--- src/rtl/mem_ctrl.sv ---
// Byte-serial memory arbiter: serves instruction fetch and load/store buffer
// requests over a byte-wide RAM/IO port with 1-cycle read latency.
module mem_ctrl #(
    parameter int         ADDR_W     = 32,
    parameter logic [1:0] IO_ADDR_HI = 2'b11
) (
    input  logic              clk,
    input  logic              reset,
    input  logic              ready,
    input  logic              clear,
    input  logic              if_req,
    input  logic [ADDR_W-1:0] if_addr,
    output logic              if_done,
    output logic [31:0]       if_ins,
    input  logic              lsb_req,
    input  logic              lsb_type,
    input  logic [ADDR_W-1:0] lsb_addr,
    input  logic [1:0]        lsb_len,
    input  logic [31:0]       lsb_wdata,
    output logic              lsb_done,
    output logic [31:0]       lsb_rdata,
    input  logic [7:0]        mem_din,
    output logic [7:0]        mem_dout,
    output logic [ADDR_W-1:0] mem_a,
    output logic              mem_wr,
    input  logic              io_buffer_full
);

    typedef enum logic [1:0] {IDLE, FETCH, LOAD, STORE} state_t;

    state_t            state_q, state_d;
    logic [2:0]        cnt_q, cnt_d;
    logic [2:0]        len_q, len_d;
    logic [ADDR_W-1:0] base_q, base_d;
    logic [31:0]       wdata_q, wdata_d;
    logic              io_q, io_d;
    logic [31:0]       buf_q, buf_d;
    logic [ADDR_W-1:0] mem_a_q, mem_a_d;
    logic [7:0]        mem_dout_q, mem_dout_d;
    logic              mem_wr_q, mem_wr_d;
    logic              if_done_q, if_done_d;
    logic [31:0]       if_ins_q, if_ins_d;
    logic              lsb_done_q, lsb_done_d;
    logic [31:0]       lsb_rdata_q, lsb_rdata_d;

    logic [2:0] lsb_n;
    logic [4:0] rd_off;
    logic [4:0] wr_off;
    logic       accept_ok;
    logic       lsb_is_io;

    always_comb begin
        case (lsb_len)
            2'b01:   lsb_n = 3'd2;
            2'b11:   lsb_n = 3'd4;
            default: lsb_n = 3'd1;
        endcase
    end

    // Read data for byte i arrives one edge after its address, so the byte
    // being captured is always one behind the counter.
    assign rd_off    = {cnt_q[1:0] - 2'd1, 3'b000};
    assign wr_off    = {cnt_q[1:0], 3'b000};
    assign accept_ok = !clear && !if_done_q && !lsb_done_q;
    assign lsb_is_io = (lsb_addr[17:16] == IO_ADDR_HI);

    always_comb begin
        state_d     = state_q;
        cnt_d       = cnt_q;
        len_d       = len_q;
        base_d      = base_q;
        wdata_d     = wdata_q;
        io_d        = io_q;
        buf_d       = buf_q;
        mem_a_d     = mem_a_q;
        mem_dout_d  = mem_dout_q;
        mem_wr_d    = mem_wr_q;
        if_done_d   = if_done_q;
        if_ins_d    = if_ins_q;
        lsb_done_d  = lsb_done_q;
        lsb_rdata_d = lsb_rdata_q;

        if (ready) begin
            if_done_d  = 1'b0;
            lsb_done_d = 1'b0;
            case (state_q)
                IDLE: begin
                    mem_a_d  = '0;
                    mem_wr_d = 1'b0;
                    if (accept_ok && lsb_req) begin
                        base_d  = lsb_addr;
                        len_d   = lsb_n;
                        cnt_d   = 3'd0;
                        buf_d   = '0;
                        wdata_d = lsb_wdata;
                        io_d    = lsb_is_io;
                        mem_a_d = lsb_addr;
                        if (lsb_type) begin
                            state_d = STORE;
                            if (!(lsb_is_io && io_buffer_full)) begin
                                mem_wr_d   = 1'b1;
                                mem_dout_d = lsb_wdata[7:0];
                                cnt_d      = 3'd1;
                            end
                        end else begin
                            state_d = LOAD;
                        end
                    end else if (accept_ok && if_req) begin
                        state_d = FETCH;
                        base_d  = if_addr;
                        len_d   = 3'd4;
                        cnt_d   = 3'd0;
                        buf_d   = '0;
                        io_d    = 1'b0;
                        mem_a_d = if_addr;
                    end
                end
                FETCH, LOAD: begin
                    if (clear) begin
                        state_d = IDLE;
                        mem_a_d = '0;
                    end else begin
                        if (cnt_q != 3'd0) begin
                            buf_d[rd_off +: 8] = mem_din;
                        end
                        if (cnt_q == len_q) begin
                            state_d = IDLE;
                            mem_a_d = '0;
                            if (state_q == FETCH) begin
                                if_done_d = 1'b1;
                                if_ins_d  = buf_d;
                            end else begin
                                lsb_done_d  = 1'b1;
                                lsb_rdata_d = buf_d;
                            end
                        end else begin
                            cnt_d = cnt_q + 3'd1;
                            if ((cnt_q + 3'd1) < len_q) begin
                                mem_a_d = base_q + ADDR_W'(cnt_q + 3'd1);
                            end
                        end
                    end
                end
                STORE: begin
                    // Committed stores ignore clear and always run to completion.
                    if (cnt_q == len_q) begin
                        state_d    = IDLE;
                        mem_a_d    = '0;
                        mem_wr_d   = 1'b0;
                        lsb_done_d = 1'b1;
                    end else if (io_q && io_buffer_full) begin
                        mem_wr_d = 1'b0;
                    end else begin
                        mem_a_d    = base_q + ADDR_W'(cnt_q);
                        mem_dout_d = wdata_q[wr_off +: 8];
                        mem_wr_d   = 1'b1;
                        cnt_d      = cnt_q + 3'd1;
                    end
                end
                default: begin
                    state_d  = IDLE;
                    mem_a_d  = '0;
                    mem_wr_d = 1'b0;
                end
            endcase
        end
    end

    always_ff @(posedge clk or negedge reset) begin
        if (!reset) begin
            state_q     <= IDLE;
            cnt_q       <= '0;
            len_q       <= '0;
            base_q      <= '0;
            wdata_q     <= '0;
            io_q        <= 1'b0;
            buf_q       <= '0;
            mem_a_q     <= '0;
            mem_dout_q  <= '0;
            mem_wr_q    <= 1'b0;
            if_done_q   <= 1'b0;
            if_ins_q    <= '0;
            lsb_done_q  <= 1'b0;
            lsb_rdata_q <= '0;
        end else begin
            state_q     <= state_d;
            cnt_q       <= cnt_d;
            len_q       <= len_d;
            base_q      <= base_d;
            wdata_q     <= wdata_d;
            io_q        <= io_d;
            buf_q       <= buf_d;
            mem_a_q     <= mem_a_d;
            mem_dout_q  <= mem_dout_d;
            mem_wr_q    <= mem_wr_d;
            if_done_q   <= if_done_d;
            if_ins_q    <= if_ins_d;
            lsb_done_q  <= lsb_done_d;
            lsb_rdata_q <= lsb_rdata_d;
        end
    end

    assign mem_a     = mem_a_q;
    assign mem_dout  = mem_dout_q;
    assign mem_wr    = mem_wr_q;
    assign if_done   = if_done_q;
    assign if_ins    = if_ins_q;
    assign lsb_done  = lsb_done_q;
    assign lsb_rdata = lsb_rdata_q;

endmodule
--- config.mk ---
export PLATFORM = sky130hd
export DESIGN_NAME = mem_ctrl
export DESIGN_NICKNAME = d
export VERILOG_FILES = /design/src/rtl/mem_ctrl.sv
export SDC_FILE = /design/constraint.sdc
export NUM_CORES = 1
export LEC_CHECK = 0
export CORE_AREA = 2 2 160 162
export DETAILED_ROUTE_END_ITERATION = 7
export DIE_AREA = 0 0 162 164
export PLACE_DENSITY = 0.8
export SYNTH_ARGS = -nofsm -noshare
export SYNTH_HDL_FRONTEND = slang
export SYNTH_SLANG_ARGS = --single-unit
--- constraint.sdc ---
create_clock -name clk -period 7.9 [get_ports clk]
set_input_delay 2.37 -clock clk [delete_from_list [all_inputs] [get_ports clk]]
set_output_delay 2.37 -clock clk [all_outputs]
set_load 0.02 [all_outputs]
# --- Word level (Yosys, flattened, before mapping) ---
# Cells that the tools add are included.
op_classes:
  n_addsub: 6
  n_lt_le_gt_ge: 1
  n_eq_ne: 17
  shift: 3
  muxes: 57
  bitwise_logic: 2
  n_reduce_logical: 25
op_table:
  columns: ["cell", "count"]
  rows:
  - ["$mux 32", 13]
  - ["$pmux 32 s3", 1]
  - ["$pmux 32 s2", 1]
  - ["$mux 8", 5]
  - ["$add 32x3->32", 1]
  - ["$add 32x4->32", 1]
  - ["$bwmux 32", 1]
  - ["$shift 8x7->32 const A", 1]
  - ["$shiftx 32x6->8", 1]
  - ["$shiftx 8x7->32", 1]
  - ["$mux 3", 8]
  - ["$mux 1", 18]
  - ["$pmux 8 s2", 1]
  - ["$ne 2x2->1 const B", 7]
  - ["$reduce_and 5->1", 2]
  - ["$pmux 3 s3", 1]
  - ["$reduce_and 3->1", 3]
  - ["$eq 2x2->1 const B", 4]
  - ["$mux 2", 4]
  - ["$neg 5->7", 1]
  - ["$reduce_and 7->1", 1]
  - ["$logic_and 1x1->1", 6]
  - ["$ne 3x3->1 const B", 2]
  - ["$pmux 2 s3", 1]
  - ["18 further kinds", 26]
totals:
  reg_bits: 212
  output_inout_bits: 107
  word_cells: 125

# --- Depth between registers and ports, before layout ---
# Gate-level depths: netlist (run 1).
depth:
  depth_word: 7
  mapped_depth: 12
  ltp_nobuf: 9

# --- Least setup slack after synthesis (run 1) ---
# OpenSTA, ideal clock, no wires.
synth_path:
  path_kind: "input to register"
  from: "in clear"
  to: "reg buf_q[6]"
  arrival_time_ns: 3.919
  slack_ns: 3.860
  path_stages: 7
  path_buffers: 2
  path_cell_list: "nor3_1 -> o21ai_0 -> a21boi_0 -> o21ai_0 -> clkbuf_1 -> clkbuf_1 -> a22o_1"
synth_between:
  elab_chain_len: 6
  word_cells_on_any_way: 10
synth_lines:
  columns: ["item", "line", "rtl"]
  rows:
  - ["start, declared", "10", "input logic clear,"]
  - ["$logic_not 1->1", "64", "assign accept_ok = !clear && !if_done_q && !lsb_done_q;"]
  - ["$logic_and 1x1->1 (2 in a row)", "64", null]
  - ["$logic_and 1x1->1 (on tied branches)", "90, 108", null]
  - ["$ne 3x3->1 (no line) / $mux 32 (equally long branches)", null, null]
  - ["$reduce_and 4->1 (no line) / $pmux 32 s2 (equally long branches)", null, null]
  - ["end signal, assigned", "192", "buf_q <= buf_d;"]
  - ["end, declared", "37", "logic [31:0] buf_q, buf_d;"]
# Parallel ways exist; a longest one is shown, timed or not.
# A chain may end at the register's enable or synchronous reset.

# --- Worst setup path after layout (run 1) ---
layout_path:
  from: "in clear"
  to: "reg mem_a_q[12] (netlist: mem_a[12])"
layout_between:
  elab_chain_len: 7
  word_cells_on_any_way: 11
layout_lines:
  columns: ["item", "line", "rtl"]
  rows:
  - ["$logic_not 1->1", "64", null]
  - ["$logic_and 1x1->1 (2 in a row)", "64", null]
  - ["$logic_and 1x1->1", "108", "end else if (accept_ok && if_req) begin"]
  - ["$mux 32", "108", null]
  - ["$mux 32", "90", "if (accept_ok && lsb_req) begin"]
  - ["$pmux 32 s3", "86", "case (state_q)"]
  - ["end signal, assigned", "193", "mem_a_q <= mem_a_d;"]
  - ["end, declared", "38", "logic [ADDR_W-1:0] mem_a_q, mem_a_d;"]
# Parallel ways exist; a longest one is shown, timed or not.

==> metrics.txt, run 1 <==
status=finished clean; Setup TNS Final=0 ns; clock period minus worst slack=just over 5 ns; CTS Hold Bufs=0; GRT Total Usage=0.239; Max Cap Viol=0; Setup Buffers After CTS=0; top cell type's share of synthesized area=0.484; maximum vdd drop=around 0.18 mV; crit path cell chain=clkdlybuf4s50_1 -> nor2b_1 -> o31ai_1 -> buf_4 -> o22ai_1 -> or4b_2 -> a31oi_1; WL final=~32 mm; CTS clk-pin slew, worst paths=~0.060 ns; period utilization=0.638; Die Span Y=about 160 µm; final slew viol count=0; final setup fails=0; Int Power=between 0.003 and 0.004 W; Inst Count DP=1690; Syn. warnings=0; Top FF cell, synth=dfrtp_1; clock power share=0.224; Tightest Pin Transition=approximately 1.2 ns; number of fill cells=about 2.2k; mapped cell area=~11000 µm²; Sw Share=0.412; syn nets=1343; DRC viols=0; worst reg2reg path endpoint=mem_a[12]$_DFFE_PN0P_; Die W=162 µm; Core ar.=24800 µm²; crit path kind=input pin to flip-flop; total CTS buffers=24; Worst Setup SP=clear; layout cells sized above 1=0.0848; CP endpoint kind=flip-flop; first-pass GRT wire length=between 50 and 60 mm; fmax=198 MHz; CP endpoint=mem_a[12]$_DFFE_PN0P_; grt ovf=0; Post-synth EDFFs=0; Initial DRC Count=between 800 and 900; ranking of synthesized cells by area=dfrtp_1 48%, nand2_1 8.1%, o21ai_0 6.3%; FF-to-FF path depth=8; final non-filler cell total=between 1.5k and 2k; sequential power share=0.334; combinational share of power=0.443; Synth-to-Final Area Change=30.2%; IO Pins=roughly 220; reg2reg setup slack=3.91 ns; CP max-delay cell=o22ai_1; crit-path max FO=13; synthesized flop and latch total=around 210; RD Place Congestion=between 0.9 and 1; Initial Util=0.441; hold crit path type=flip-flop to flip-flop; number of global-route vias before repair=9620; register area share after synthesis=0.484; vias per cell=approximately 5.8; Arr. time, crit path=5.50 ns; Cell variety after synth=62; reg-to-reg startpoint=state_q[0]$_DFFE_PN0P_; CTS tree=built; Clock Tree Buf Depth=3; Synth area leader=dfrtp_1; HPWL Detailed=~23 mm; Multi-input gate area=~5300 µm²; ANT cells=0; Worst Setup Start Kind=input pin; die area=roughly 27000 µm²; CTS H-tree depth=1; Post-DRT Antenna Nets=0; Setup Skew=between 0.01 and 0.015 ns; Synth Instances=1210; initial antenna violation count=0; CTS resizes=0; routed len/inst=between 15 and 20 µm; RSZ-0062 raised after global routing=false; storage element area=~5300 µm²; Slew headroom=0.208; Port Buffer Count=220; Pwr per Cell Area=around 380 nW/µm²; syn avg cell area=9.05 µm²; Pre-Repair DR Iteration Count=6; critical path's largest stage delay=0.76 ns; switching pwr=0.00220 W; fin nets=around 1.5k; root buffer cell=clkbuf_16; via count=about 10k; clk sinks=212; row count=between 50 and 60; Final Hold Vio Count=0; Critical Path RT=8.36 ns; fraction of registers with async set or reset after synthesis=1.00; worst skew pair latency=0.54 ns; total leakage power=5.74 nW; largest net degree at the start of global routing=120
[synth_stat cells (all sizes together), types with 7 or more instances]
cell    instances
nor2           71
dfrtp         212
a32oi           7
a22o           14
nor4            9
clkbuf         75
nand2         235
a21oi          57
o21ai         138
a22oi          12
mux2           35
nand4          35
a32o            8
mux4            8
ha             17
nand3          16
nand2b         30
a31oi          55
buf            11
inv            25
nor3           27
o22ai          12
mux2i           9
[critical path, delay by kind of cell]
kind                   cells  cell delay (ns)
AND/OR/NAND/NOR            2             1.28
AO/OA/AOI/OAI              3             1.10
buffers and inverters      2             0.75
[power by group through the flow]
stage / sequential, W / clock, W / combinational, W
after global placement: 0.00178 / 0 / 0.00230
after global routing: 0.00183 / 0.00126 / 0.00260
after floorplan: 0.00182 / 0 / 0.00145
final: 0.00179 / 0.00120 / 0.00237
after CTS: 0.00178 / 0.00121 / 0.00236
after detailed placement: 0.00179 / 0 / 0.00236
[flip-flops by register name, indices dropped and copies added, names as in the netlist, 2 cells and up]
| register | flops |
|---|---|
| mem_dout | 8 |
| buf_q | 32 |
| mem_a | 32 |
| wdata_q | 32 |
| cnt_q | 3 |
| lsb_rdata | 32 |
| base_q | 32 |
| len_q | 3 |
| if_ins | 32 |
| state_q | 2 |
[stage by stage]
step | setup slack, ns | power, W | util | hold WS (ns) | instance area [µm²]
floorplan | 3.86 | 0.00327 | - | 0.442 | 11000
global placement | 2.45 | 0.00408 | 0.540 | 0.458 | 13400
detailed placement | 2.34 | 0.00415 | 0.540 | 0.470 | 13400
CTS | 2.91 | 0.00536 | 0.575 | 0.482 | 14300
global route | 2.63 | 0.00569 | 0.575 | 0.491 | 14300
finish | 2.86 | 0.00535 | 0.575 | 0.477 | 14300
[how the worst min path moves through the flow]
stage,endpoint,cells past startpoint,startpoint
floorplan,io_q$_DFFE_PN0P_,2,io_q$_DFFE_PN0P_
global placement,io_q$_DFFE_PN0P_,2,io_q$_DFFE_PN0P_
detailed placement,if_ins[2]$_DFFE_PN0P_,2,if_ins[2]$_DFFE_PN0P_
CTS,if_ins[2]$_DFFE_PN0P_,2,if_ins[2]$_DFFE_PN0P_
global route,if_ins[2]$_DFFE_PN0P_,2,if_ins[2]$_DFFE_PN0P_
finish,if_ins[21]$_DFFE_PN0P_,2,if_ins[21]$_DFFE_PN0P_
[routing by layer]
layer	vias to the layer above	share of wire	track usage
met5	-	0	0
met3	70	0.066	0.0295
met1	4787	0.42	0.322
met4	0	0.030	0.0760
met2	428	0.49	0.404
li1	4709	-	-
[kinds of logic after synthesis]
| logic type | synth area share |
|---|---|
| xor gates and xnor gates | 0.00560 |
| DFF | 0.484 |
| muxes | 0.0607 |
| and+or+nand+nor | 0.190 |
| adders and majority gates | 0.0231 |
| AOI/OAI and AO/OA | 0.198 |
| buffers and inverters | 0.0387 |
[area by class of cell]
cell class	count	share of cell area
clock buffers	30	0.0458
clock inverters	13	0.0144
inverters	25	0.00658
multi-input cells	887	0.369
flip-flops and latches	212	0.372
well taps	330	0.0290
repair buffers	236	0.163
[cell usage in the layout (no fill, tap or decap), types with 5 or more instances in the layout]
cell type        synthesis  routed
a211oi_1                 6       6
a21o_1                   5       5
a21oi_1                 57      57
a22o_1                  14      13
a22oi_1                 12      12
a31oi_1                 55      55
a32o_1                   8       8
a32oi_1                  7       7
buf_4                    1      16
clkbuf_16                0      24
clkdlybuf4s50_1          0     219
dfrtp_1                212     212
ha_1                    17      16
inv_1                   25      25
mux2_2                  35      35
mux2i_1                  9       9
mux4_2                   8       8
nand2_1                235     235
nand2b_1                30      30
nand3_1                 16      15
nand4_1                 34      34
nor2_1                  71      69
nor2b_1                  5       5
nor3_1                  27      27
nor4_1                   9       9
o21ai_0                138     137
o221ai_1                 5       5
o22ai_1                 12      12
or2_2                    5       5
(Power assumes the default switching activity.)
==> run 2: changes to the inputs <==
PLACE_DENSITY = 0.83   (was 0.8)
clock period = 4.14 ns   (was 7.9 ns; I/O delays follow)
==> run 2 against run 1 <==
Non-clock buffer count rose by 14. Highest routed layer unchanged. Worst setup slack worse by 1.9 ns. First-iteration DRC count shrank 10%. Design area grew 0.82%. Register-to-register slack got worse by 2.9 ns. Utilization up 0.47 points. Largest power group unchanged.
==> metrics.txt, run 2 (synthesis results as in run 1) <==
status=finished clean; crit-path max FO=10; routed len/inst=18.6 µm; RD Place Congestion=between 0.9 and 1; number of global-route vias before repair=~10k; Initial Util=0.441; Final WS setup=~0.92 ns; final slew viol count=0; CTS clk-pin slew, worst paths=about 0.060 ns; vias per cell=just under 6; CTS resizes=0; root buffer cell=clkbuf_16; DRC viols=0; Setup Skew=roughly 0.0085 ns; Worst Setup Start Kind=input pin; CTS Hold Bufs=0; Die Span Y=164 µm; largest net degree at the start of global routing=91; Pre-Repair DR Iteration Count=5; IO Pins=about 220; layout cells sized above 1=0.0918; total leakage power=~5.8 nW; Final Hold Vio Count=0; RSZ-0062 raised after global routing=false; fin nets=~1.5k; crit path kind=input pin to flip-flop; row count=between 50 and 60; hold crit path type=flip-flop to flip-flop; commonest non-fill, non-tap cell in the layout=nand2_1; Clock Tree Buf Depth=3; Port Buffer Count=between 200 and 250; die area=roughly 27000 µm²; initial antenna violation count=0; Synth-to-Final Area Change=31.2%; Tightest Pin Transition=1.18 ns; first-pass GRT wire length=between 50 and 60 mm; ANT cells=0; Die W=around 160 µm; Arr. time, crit path=3.68 ns; HPWL Detailed=around 23 mm; CP endpoint kind=flip-flop; maximum vdd drop=between 0.3 and 0.4 mV; CTS tree=built; GRT Total Usage=0.244; Post-DRT Antenna Nets=0; Slew headroom=0.207; Setup Buffers After CTS=0; CTS H-tree depth=1; grt ovf=0; clk sinks=212; total CTS buffers=23; final setup fails=0; via count=10.2k; worst skew pair latency=0.52 ns; dpl ws=~0.45 ns; Pwr per Cell Area=just over 700 nW/µm²; clock period minus worst slack=3.22 ns; Max Cap Viol=0; commonest cells after routing, fill and taps aside=235 x nand2_1, 219 x clkdlybuf4s50_1, 212 x dfrtp_1; fmax=roughly 310 MHz; Critical Path RT=approximately 4.6 ns; WL final=about 32 mm; period utilization=0.777; Initial DRC Count=779; Core ar.=approximately 25000 µm²; Setup TNS Final=0 ns
-- run 2: changes by cell type in the layout (fill, tap and decap cells not counted), sizes merged --
cell,delta
inv,+2
buf,+14
clkbuf,+3
clkinvlp,-3
clkinv,-3
-- run 2: routing by layer --
metal,global-route usage,up-vias,share of wire
met5,0,-,0
met4,0.0817,0,0.032
met3,0.0369,76,0.072
met2,0.413,500,0.49
met1,0.321,4930,0.41
li1,-,4731,-
-- run 2: power by group --
part | internal (W) | switching (W)
logic | 0.00192 | 0.00268
clock network | 0.00137 | 0.000857
registers | 0.00274 | 0.000646
-- run 2: path summary, 6_finish.rpt --
| path | start | cells past startpoint | slack [ns] | endpoint |
|---|---|---|---|---|
| max | clear | 8 | 0.92 | mem_a[21]$_DFFE_PN0P_ |
| min | buf_q[14]$_DFFE_PN0P_ | 2 | 0.48 | buf_q[14]$_DFFE_PN0P_ |
| max reg2reg | state_q[0]$_DFFE_PN0P_ | 10 | 0.99 | mem_a[21]$_DFFE_PN0P_ |
| min reg2reg | buf_q[14]$_DFFE_PN0P_ | 2 | 0.48 | buf_q[14]$_DFFE_PN0P_ |
| max in group asynchronous | reset | 2 | 2.53 | buf_q[21]$_DFFE_PN0P_ |
| min in group asynchronous | reset | 1 | 0.78 | lsb_rdata[4]$_DFFE_PN0P_ |
-- run 2: stage by stage --
| stage | instances | utilization | hold slack [ns] | cell area, µm² | power [W] |
|---|---|---|---|---|---|
| after global placement | 1704 | 0.546 | 0.456 | 13600 | 0.00782 |
| final | 1746 | 0.579 | 0.478 | 14400 | 0.0102 |
| after floorplan | 1210 | - | 0.442 | 11000 | 0.00624 |
| after CTS | 1746 | 0.579 | 0.485 | 14400 | 0.0102 |
| after detailed placement | 1704 | 0.546 | 0.471 | 13600 | 0.00793 |
| after global routing | 1746 | 0.579 | 0.510 | 14400 | 0.0108 |
-- run 2: worst max-delay path, stage by stage --
cell and delay (ns):
clkdlybuf4s50_1 0.51, nor2b_1 0.49, o31ai_1 0.28, buf_4 0.25, o22ai_1 0.16, nand2_1 0.16, o311ai_0 0.39, o211a_1 0.19
-- run 2: cell type report --
cell class | instances | area, µm²
repair buffers | 250 | 2480
clock inverters | 9 | 156
fillers | 2126 | 10400
well taps | 330 | 413
flip-flops and latches | 212 | 5310
multi-input cells | 887 | 5260
clock buffers | 33 | 663
inverters | 25 | 93.8
==> patch 1, RTL diff (settings of run 2) <==
Re-encode `state_t` (4 states) as Gray code, 2 bits wide.
--- a/src/rtl/mem_ctrl.sv
+++ b/src/rtl/mem_ctrl.sv
@@ -26,7 +26,7 @@
     input  logic              io_buffer_full
 );
 
-    typedef enum logic [1:0] {IDLE, FETCH, LOAD, STORE} state_t;
+    typedef enum logic [1:0] {IDLE = 2'b00, FETCH = 2'b01, LOAD = 2'b11, STORE = 2'b10} state_t;
 
     state_t            state_q, state_d;
     logic [2:0]        cnt_q, cnt_d;
Function: same outputs for any inputs over 4 cycles, from zero or initial values and one cycle with reset low; so few cycles prove little.
==> patch 1 against run 2 <==
Sequential share of layout area decreased by 0.58 points; wire length grew 0.93%; via count fell by 0.22%; synthesized area grew 3.6%; power is 20% higher; final area rose by 1.6%; non-clock buffer count grew 1; sequential cell count stayed put; worst setup slack got worse by 0.18 ns; critical path depth up 1; critical path type is now flip-flop to flip-flop.
==> patch 1: results (changes against run 2) <==
The clock buffer count from CTS came out at 24 (+4.3%). The flow ran to the end, and the final reports show no timing, DRC or antenna violations. The met3 usage in global routing came to 3.914% (+0.23 points).

The logic depth of the worst register-to-register path is 9 (-1). The tightest hold margin is 0.4867 ns (+0.008792 ns). The routed wirelength normalized by instance count came to 19.19 µm (+3.4%). The net count of the finished layout is 1488 (-2.9%).

The cell-internal power came out at 7080 µW (+17%). The number of standard cells after synthesis came out at 1175 (-2.9%). The terminating pin of the worst hold path is io_q. The number of optimization iterations in the first detailed-route pass is 6 (+1).

The maximum number of pins on one net before global-route repair is 94 (+3.3%). The number of global-route vias before repair was 9777 (-2.6%). The placed standard-cell area is 13800 µm² (+1.8%). The total wirelength of the detailed-routed design is 32.72 mm (+0.93%). In the synthesized netlist, the cells that appear most often are sky130_fd_sc_hd__dfrtp_1 (212), sky130_fd_sc_hd__nor2_1 (142), sky130_fd_sc_hd__nand2_1 (127). After synthesis, the cell types taking the most area are sky130_fd_sc_hd__dfrtp_1 (47%), sky130_fd_sc_hd__a22o_1 (5.1%), sky130_fd_sc_hd__a21oi_1 (4.9%). The total met3 wirelength after detailed routing came out at 2.938 mm (+25%). The DRC marker count from the first detailed-route iteration is 905 (+16%). The sum of net half-perimeters after detailed placement is 23.17 mm (+0.53%). The adder-cell area share of the yosys netlist came out at 1.897% (-0.41 points). The worst voltage drop across the vdd grid came out at 0.4584 mV (+15%).

The setup skew after layout came to 0.01757 ns (+0.009038 ns). The post-synthesis net count was 1305 (-2.8%). The largest fanout on the critical path was 9 (-1). The xor/xnor share of the synthesized area is 1.764% (+1.2 points). The register-to-register setup slack is 0.75 ns (-0.24 ns). The met1 routing resource usage after global routing came out at 33.63% (+1.5 points). The routed length on met1 is 13.29 mm (+1.1%). The signal arrival time at the worst endpoint came to 3.82 ns (+0.14 ns). The pre-CTS setup slack came to 0.6471 ns (+0.1927 ns).

The standard cell with the maximum stage delay on the critical path is sky130_fd_sc_hd__dfrtp_1.
-- patch 1: cell type report --
cell class              instances  area, µm²
clock buffers                  30      663.1
clock inverters                13      141.4
fillers                      2131      10210
inverters                      14      52.55
multi-input cells             855       5553
flip-flops and latches        212       5305
well taps                     330      412.9
repair buffers                251       2476
-- patch 1: power by group through the flow --
stage / sequential, µW / combinational, µW / clock (µW)
2_1_floorplan: 4280 / 3530 / 0
3_3_place_gp: 3950 / 5900 / 0
3_5_place_dp: 3990 / 6080 / 0
4_1_cts: 3970 / 6130 / 2200
5_1_grt: 4100 / 6660 / 2300
6_report: 3980 / 6150 / 2160
-- patch 1: logic make-up (layout without fill, tap and decap cells) --
family / after synthesis / in the layout
buf+inv: 108 / 308
simple gates: 379 / 379
fa+ha+maj: 16 / 16
mux: 43 / 43
compound gates: 395 / 395
xor+xnor: 22 / 22
flops: 212 / 212
==> patch 2, RTL diff (settings of run 2) <==
Without the edit above. The parameter `ADDR_W` goes from 32 to 36.
--- a/src/rtl/mem_ctrl.sv
+++ b/src/rtl/mem_ctrl.sv
@@ -1,7 +1,7 @@
 // Byte-serial memory arbiter: serves instruction fetch and load/store buffer
 // requests over a byte-wide RAM/IO port with 1-cycle read latency.
 module mem_ctrl #(
-    parameter int         ADDR_W     = 32,
+    parameter int         ADDR_W     = 36,
     parameter logic [1:0] IO_ADDR_HI = 2'b11
 ) (
     input  logic              clk,
Ports: changed (resized if_addr, lsb_addr and mem_a); port bits go from 221 to 233. No check against the original RTL was run, so the function may have changed too.
==> patch 2 against run 2 <==
Synthesized area increased by 4.8%; sequential share of layout area decreased by 0.21 points; sequential cell count increased by 8; final area increased by 4.4%; register-to-register slack got worse by 0.09 ns; hold slack got worse by 0.0021 ns; count of clock-buffer cells in the layout unchanged; worst setup slack got worse by 0.025 ns; final cell count increased by 3.6%; power increased by 12%; wire length increased by 10%; first-iteration DRC count increased by 41%; clock power increased by 9.5%; critical path type is now flip-flop to flip-flop; critical endpoint is now mem_a[18]; highest routed layer is now met5.
==> patch 2: results (changes against run 2) <==
The flow ran to the end, and the final reports show no timing, DRC or antenna violations. The fraction of final layout cells with drive strength greater than 1 came to 9.627% (+0.45 points). The number of diodes is 3 (+3). The setup skew after layout came to 0.01379 ns (+0.005253 ns). The non-clock buffer instance count of the final layout is 260 (+4.0%).

The net count of the finished layout was 1597 (+4.2%). The maximum number of pins on one net before global-route repair is 95 (+4.4%). The wire length of the first global-routing pass came out at 56.91 mm (+8.5%). The number of distinct library cells after synthesis came out at 72 (+16%). The average cell area after synthesis came out at 9.079 µm² (+0.28%).

The final estimated routing congestion in global placement was 0.9228 (-1.5%). The pre-CTS setup slack is 0.5150 ns (+0.06056 ns). The routed length on met1 is 13.81 mm (+5.1%). The via density per instance is 5.973 (+1.9%). The number of antenna violations at the first check in global routing is 3 (+3). The relative max-transition margin came out at 46.85% (+26 points). The met1 routing resource usage after global routing came out at 33.22% (+1.1 points). The total met3 wirelength after detailed routing came out at 3.407 mm (+45%). The maximum cell stage delay along the critical path is 0.46 ns (-0.05 ns). The commonest cells after synthesis are sky130_fd_sc_hd__dfrtp_1 (220), sky130_fd_sc_hd__nand2_1 (214), sky130_fd_sc_hd__nor2_1 (116).

The power in sequential cells came to 3770 µW (+11%). The layout multi-input combinational cell count is 929 (+4.7%). The slowest stage of the critical path is the sky130_fd_sc_hd__buf_4 cell. The post-synthesis mux area share is 5.861% (-0.20 points).

The final clock period utilization by the worst path came out at 78.31% (+0.59 points). The proportion of cell area occupied by registers was 36.69% (-0.21 points). The wire length on met2 was 17.07 mm (+7.4%). The post-synthesis net count was 1405 (+4.6%). Tracing the worst setup path back leads to its startpoint at cnt_q[0]. The number of port buffers came out at 232 (+5.5%).

The end-of-flow core utilization is 60.45% (+2.5 points). In this run the critical register-to-register path is captured at mem_a[18]. The kind of cell adding the most delay to the critical path is buffers and inverters. The xor/xnor share of the synthesized area came out at 0.4467% (-0.11 points). The largest fanout on the critical path came out at 55 (+45).

The non-clock inverter count in the final layout came to 21 (-16%). The overall global routing resource usage is 26.65% (+2.3 points). The compound-gate portion of the synthesized area came to 20.64% (+0.86 points).

The number of filler cells placed in the layout is 2074 (-2.4%). The number of global-route vias before repair is 10.77k (+7.2%). The signal arrival time at the worst endpoint came to 3.67 ns (about the same). The switching share of power came out at 41.43% (+0.50 points). In this run the most critical hold path is launched from buf_q[19]. The clock distribution area overhead in the final layout came out at 6.063% (+0.36 points).
[patch 2: cell count changes in the layout (fill, tap and decap cells not counted), moves of 8 or more]
| cell | run 2 | this run |
|---|---|---|
| sky130_fd_sc_hd__a21oi_1 | 57 | 87 |
| sky130_fd_sc_hd__a221oi_1 | 3 | 14 |
| sky130_fd_sc_hd__a22o_1 | 13 | 2 |
| sky130_fd_sc_hd__a22oi_1 | 12 | 20 |
| sky130_fd_sc_hd__a32o_1 | 8 | 0 |
| sky130_fd_sc_hd__clkdlybuf4s50_1 | 219 | 231 |
| sky130_fd_sc_hd__dfrtp_1 | 212 | 220 |
| sky130_fd_sc_hd__nand2_1 | 235 | 214 |
| sky130_fd_sc_hd__nand2b_1 | 30 | 3 |
| sky130_fd_sc_hd__nor2_1 | 69 | 114 |
| sky130_fd_sc_hd__o21ai_0 | 137 | 103 |
| sky130_fd_sc_hd__o31ai_1 | 4 | 32 |
